<file path="src/rtl/board_painter.sv">
// Four-stage pixel painter for the battleship screen: banners, N tile boards,
// icon lookup with colour-key transparency and a blinking cursor outline.
module board_painter #(
  parameter int          GRID         = 10,
  parameter int          TILE_LOG2    = 5,
  parameter int          BOARDS       = 2,
  parameter int          TOP_H        = 100,
  parameter int          TILE_W       = 4,
  parameter int          TADDR_W      = 8,
  parameter int          BLINK_LOG2   = 5,
  parameter logic [11:0] TOP_COLOR    = 12'hFFF,
  parameter logic [11:0] BOTTOM_COLOR = 12'hFFF,
  parameter logic [11:0] BG_COLOR     = 12'h00F,
  parameter logic [11:0] CURSOR_COLOR = 12'hF00,
  parameter logic [11:0] KEY_COLOR    = 12'hF0F,
  localparam int BW = (BOARDS > 1) ? $clog2(BOARDS) : 1,
  localparam int GW = (GRID > 1) ? $clog2(GRID) : 1,
  localparam int IW = TILE_W + 2 * TILE_LOG2
) (
  input  logic               clk,
  input  logic               reset,
  input  logic [9:0]         pixel_x,
  input  logic [9:0]         pixel_y,
  input  logic               vid_on,
  input  logic               hsync_in,
  input  logic               vsync_in,
  input  logic               frame_tick,
  input  logic               cursor_en,
  input  logic [BW-1:0]      cursor_board,
  input  logic [GW-1:0]      cursor_row,
  input  logic [GW-1:0]      cursor_col,
  output logic [TADDR_W-1:0] tile_address,
  input  logic [TILE_W-1:0]  tile_data,
  output logic [IW-1:0]      icon_address,
  input  logic [11:0]        icon_data,
  output logic [11:0]        screen_color,
  output logic               hsync_out,
  output logic               vsync_out,
  output logic               vid_on_out
);

  localparam int TILE     = 1 << TILE_LOG2;
  localparam int BRD_W    = GRID * TILE;
  localparam int BOARD_Y1 = TOP_H + BRD_W;

  localparam logic [15:0] TOP16   = 16'(TOP_H);
  localparam logic [15:0] Y1_16   = 16'(BOARD_Y1);
  localparam logic [15:0] XE16    = 16'(BOARDS * BRD_W);
  localparam logic [15:0] BRDW16  = 16'(BRD_W);
  localparam logic [15:0] GRID16  = 16'(GRID);
  localparam logic [15:0] GG16    = 16'(GRID * GRID);

  localparam logic [TILE_LOG2-1:0] P_LO = TILE_LOG2'(1);
  localparam logic [TILE_LOG2-1:0] P_HI = TILE_LOG2'(TILE - 2);

  typedef enum logic [1:0] {
    R_OUT, R_TOP, R_BOARD, R_BOT
  } region_t;

  typedef struct packed {
    region_t              region;
    logic                 hit;
    logic [TILE_LOG2-1:0] px;
    logic [TILE_LOG2-1:0] py;
    logic                 vid;
    logic                 hs;
    logic                 vs;
  } pipe_t;

  localparam pipe_t RST_P = '{
    region: R_OUT, hit: 1'b0, px: '0, py: '0,
    vid: 1'b0, hs: 1'b1, vs: 1'b1
  };

  logic [BLINK_LOG2-1:0] blink_cnt;
  logic                  blink_on;

  region_t              rg;
  logic [15:0]          x16, y16, b, lx, ly, row, col;
  logic [TADDR_W-1:0]   addr;
  logic [TILE_LOG2-1:0] px, py;
  logic                 on_edge, hit;
  pipe_t                in_p, s1, s2, s3;
  logic [11:0]          icon_q, color_nxt;

  assign blink_on = !blink_cnt[BLINK_LOG2-1];

  always_comb begin
    x16 = {6'b0, pixel_x};
    y16 = {6'b0, pixel_y};
    b   = '0;
    for (int k = 1; k < BOARDS; k++)
      if (x16 >= 16'(k * BRD_W)) b = 16'(k);
    lx  = x16 - b * BRDW16;
    ly  = y16 - TOP16;
    row = ly >> TILE_LOG2;
    col = lx >> TILE_LOG2;
    px  = lx[TILE_LOG2-1:0];
    py  = ly[TILE_LOG2-1:0];
    addr = TADDR_W'(b * GG16 + row * GRID16 + col);

    rg = R_OUT;
    if (y16 < TOP16)
      rg = R_TOP;
    else if (y16 >= Y1_16)
      rg = R_BOT;
    else if (x16 < XE16)
      rg = R_BOARD;

    on_edge = (px <= P_LO) || (px >= P_HI) ||
              (py <= P_LO) || (py >= P_HI);
    hit = cursor_en && blink_on && (rg == R_BOARD) &&
          (b == 16'(cursor_board)) &&
          (row == 16'(cursor_row)) &&
          (col == 16'(cursor_col)) && on_edge;

    in_p = '{
      region: rg, hit: hit, px: px, py: py,
      vid: vid_on, hs: hsync_in, vs: vsync_in
    };
  end

  always_comb begin
    color_nxt = 12'h000;
    if (s3.vid) begin
      unique case (s3.region)
        R_TOP: color_nxt = TOP_COLOR;
        R_BOT: color_nxt = BOTTOM_COLOR;
        R_OUT: color_nxt = 12'h000;
        R_BOARD: begin
          if (s3.hit)
            color_nxt = CURSOR_COLOR;
          else if (icon_q == KEY_COLOR)
            color_nxt = BG_COLOR;
          else
            color_nxt = icon_q;
        end
      endcase
    end
  end

  always_ff @(posedge clk) begin
    if (reset) begin
      blink_cnt    <= '0;
      s1           <= RST_P;
      s2           <= RST_P;
      s3           <= RST_P;
      tile_address <= '0;
      icon_address <= '0;
      icon_q       <= '0;
      screen_color <= '0;
      hsync_out    <= 1'b1;
      vsync_out    <= 1'b1;
      vid_on_out   <= 1'b0;
    end else begin
      if (frame_tick)
        blink_cnt <= blink_cnt + 1'b1;
      s1 <= in_p;
      s2 <= s1;
      s3 <= s2;
      // Addresses hold outside the boards so the memories see no churn.
      if (rg == R_BOARD)
        tile_address <= addr;
      if (s1.region == R_BOARD)
        icon_address <= {tile_data, s1.py, s1.px};
      icon_q       <= icon_data;
      screen_color <= color_nxt;
      hsync_out    <= s3.hs;
      vsync_out    <= s3.vs;
      vid_on_out   <= s3.vid;
    end
  end

endmodule
</file>
<file path="config.mk">
export PLATFORM = sky130hd
export DESIGN_NAME = board_painter
export DESIGN_NICKNAME = d
export VERILOG_FILES = /design/src/rtl/board_painter.sv
export SDC_FILE = /design/constraint.sdc
export NUM_CORES = 1
export LEC_CHECK = 0
export CAP_MARGIN = 20
export CORE_UTILIZATION = 25
export CTS_BUF_LIST = sky130_fd_sc_hd__clkbuf_8
export CTS_CLUSTER_SIZE = 24
export DETAILED_ROUTE_END_ITERATION = 8
export GPL_TIMING_DRIVEN = 0
export SYNTH_ARGS = -nofsm -noshare
export SYNTH_HDL_FRONTEND = slang
export SYNTH_SLANG_ARGS = --single-unit
</file>
<file path="constraint.sdc">
create_clock -name clk -period 5.4 [get_ports clk]
set_clock_uncertainty 0.1 [all_clocks]
set_input_delay 1.35 -clock clk [delete_from_list [all_inputs] [get_ports clk]]
set_output_delay 1.35 -clock clk [all_outputs]
set_load 0.02 [all_outputs]
</file>
==> summary.txt <==
Outcome
  – Outcome: finished, final reports clean

STA
  – Number of hold violations in the final report: 0
  – Unrepaired setup endpoints after global routing: false
  – Final Slew Violations: 0
  – Worst-margin pin slew: 0.5465 ns
  – Peak Freq: 198.4 MHz
  – Tmin final: 5.041 ns
  – Period utilization: 0.9336
  – Final setup vio count: 0
  – Fin Hold WS: 0.3138 ns
  – Slew HR: 0.6310

Placement
  – Detailed Place HPWL: 6.573 mm
  – Placed cells: 631
  – Dpl cell area: 0.004563 mm²
  – IO buf count: 86
  – Routability cong.: 0.8386

Clock tree
  – CTS Sinks: 82
  – CTS tree: done
  – Clock Path Buffers: 2
  – CTS H-tree depth: 3
  – Clock Tree Root: clkbuf_8
  – Count of hold-fix buffers inserted at cts: 0
  – TritonCTS Buffers: 9
  – Clk slew on worst S/H paths: 0.09 ns
  – # resized after CTS: 0
  – Later-pin clock latency in the skew report: 0.37 ns
  – Post-CTS Setup Inserts: 0

Logic synthesis
  – Post-synth top area cell: dfxtp_1
  – Asr flop ratio synth: 0
  – Synth unique cells: 40
  – Yosys reg bits: 82
  – Post-Syn Area: 0.003482 mm²
  – Avg Cell Area, Syn: 9.437 µm²
  – Post-synth top cells: 82 x dfxtp_1, 38 x nor2_1, 37 x nand2_1
  – Synthesized Nets: 447
  – Top-count cell post-synth: dfxtp_1
  – Sequential area share after synthesis: 0.4714
  – Synth warn: 0
  – Synthesized instance count: 369
  – Post-synth EDFFs: 0
  – Top cell type's share of synthesized area: 0.4714
  – Most common flop cell mapped by yosys: dfxtp_1
  – Synth top area cells: dfxtp_1 47%, ha_1 7.5%, nor2b_1 5.7%

Routing
  – Wirelength per Cell: 13.13 µm
  – # DRC: 0
  – DR vias/cell: 4.244
  – Final wirelength: 8.496 mm
  – DRT Pass-1 Iters: 4
  – Remaining antenna violation count: 0
  – DR iter-0 viols: 145
  – Vias after detailed routing: 2746

Worst setup path
  – Crit path buf inv count: 4
  – Most frequent CP cell: inv_1
  – Slowest stage delay, CP: 0.55 ns
  – Required @ worst endpoint: 5.59 ns
  – Family with the most delay on the worst path: adder cells
  – Worst EP arrival: 5.23 ns
  – CP Launch Type: primary input
  – RR Endpoint: s1[13]
  – Crit path max-delay cell type: o311ai_0
  – CP Class: primary input to flop
  – R2R depth: 6
  – R2R setup slack: 3.68 ns
  – R2r startpoint: blink_cnt[4]
  – Worst path cell trace: clkdlybuf4s50_1, o311ai_0, nand2_1, xnor2_1, ha_1, inv_1, fa_1, inv_1, fa_1, ha_1, inv_1, o21bai_1, a21oi_1, xor2_1, a211oi_1
  – Worst Setup End Kind: flop
  – Worst Path Max Fanout: 4

Power
  – Pwr/cell area: 303.9 mW/mm²
  – Pleak: 1.895 nW
  – Worst vdd ir: 0.1106 mV
  – Tot Pwr: 1.448 mW

Global routing
  – Vias in the first global route: 2831
  – Initial antenna violation count: 0
  – GRT Util Overall: 0.1292
  – Largest net degree at the start of global routing: 17
  – First-pass GRT wire length: 14.05 mm
  – Grt ovf: 0

Hold path
  – Worst hold start: s1[1]
  – Hold Path Class: flop to flop
  – Hold EP: s2[1]
  – Min-Delay Path Depth: 1

Job
  – Total of max-cap violations: 0

Finish
  – Util after Layout: 0.3555
  – Ratio of cells with drive above 1 in the final layout: 0.06369
  – Final net count: 544
  – Area of the multi-input gates: 0.001729 mm²
  – Area Overhead vs Synth: 36.79%
  – Non-Filler Instances: 647
  – Register area: 0.001642 mm²
  – Inserted Diodes: 0
  – Fillers: 1392
  – Layout Cell Area excl Fill: 0.004763 mm²

Die
  – Area of the die: 0.01440 mm²
  – Die height: 120.0 µm
  – Die width: 120.0 µm
  – Initial Utilization: 0.2599
  – Rows: 42
  – Core box area: 0.01340 mm²
  – IO Pins: 89
report_power, final:
part	internal (mW)	switching, mW	total, mW	leakage (nW)
combinational	0.187	0.182	0.369	1.13
sequential	0.635	0.0150	0.650	0.673
clock	0.175	0.253	0.428	0.0925
cell type report:
class	instances	area share
well taps	176	0.04623
multi-input cells	254	0.3630
clock buffers	9	0.02600
repair buffers	86	0.1812
inverters	18	0.01418
clock inverters	7	0.01235
flip-flops and latches	82	0.3446
plain buffers	15	0.01235
layer usage:
| metal | global-route usage | wire [µm] | part of all wire | up-vias |
|---|---|---|---|---|
| met1 | 0.1548 | 3854 | 0.45 | 1245 |
| met2 | 0.2026 | 3891 | 0.46 | 90 |
| met5 | 0 | 0 | 0 | - |
| met3 | 0.05703 | 639 | 0.075 | 13 |
| li1 | - | - | - | 1398 |
| met4 | 0.04766 | 112 | 0.013 | 0 |
sequential cells by signal (all words and copies together), names as in the netlist:
signal,flops
screen_color,12
s2,6
s1,16
tile_address,8
icon_address,14
s3,6
blink_cnt,5
icon_q,12
hsync_out,1
vid_on_out,1
vsync_out,1
stage by stage:
step,setup slack [ns],TNS [ns]
2_1_floorplan,0.8183,0
3_3_place_gp,-0.1643,-0.1769
3_5_place_dp,-0.2947,-0.3991
4_1_cts,0.1168,0
5_1_grt,0.09499,0
6_report,0.3587,0
worst register-to-register path, cell delays in order (launching register included):
cell and delay [ns]:
dfxtp_1 0.33, nand4b_1 0.16, nor3_1 0.14, nand4_1 0.12
nor4_1 0.36, nand4_1 0.15, nor4_1 0.27
cell families (layout without fill, tap and decap cells):
logic type	after synthesis	in the layout	synth area share
buffers and inverters	33	135	0.03629
XOR/XNOR	29	29	0.07689
AND/OR/NAND/NOR	142	142	0.2077
multiplexers	7	7	0.02012
flip-flops	82	82	0.4714
adder cells (fa/ha/maj)	26	26	0.1042
AO/OA/AOI/OAI	50	50	0.08337
cells in the final DEF, fill, tap and decap left out, types with 5 or more instances in the layout:
master	synthesis	final
clkdlybuf4s50_1	0	85
dfxtp_1	82	82
nor2_1	38	38
nand2_1	37	37
a21oi_1	33	33
nor2b_1	32	32
ha_1	21	21
inv_1	18	18
xnor2_1	17	15
clkbuf_1	12	12
xor2_1	11	11
clkbuf_8	0	9
or2_2	8	8
mux2i_1	7	7
a21o_1	6	6
nand4_1	5	5
fa_1	5	5
how the worst max path moves through the flow:
stage | start | slack, ns | to | cells past startpoint
finish | pixel_y[4] | 0.36 | tile_address[7] | 15
global route | pixel_y[3] | 0.09 | tile_address[7] | 19
CTS | pixel_y[2] | 0.12 | tile_address[7] | 18
detailed placement | pixel_y[2] | -0.29 | tile_address[7] | 18
global placement | pixel_y[2] | -0.16 | tile_address[7] | 18
floorplan | pixel_y[4] | 0.82 | tile_address[7] | 14
(Power assumes the default switching activity.)
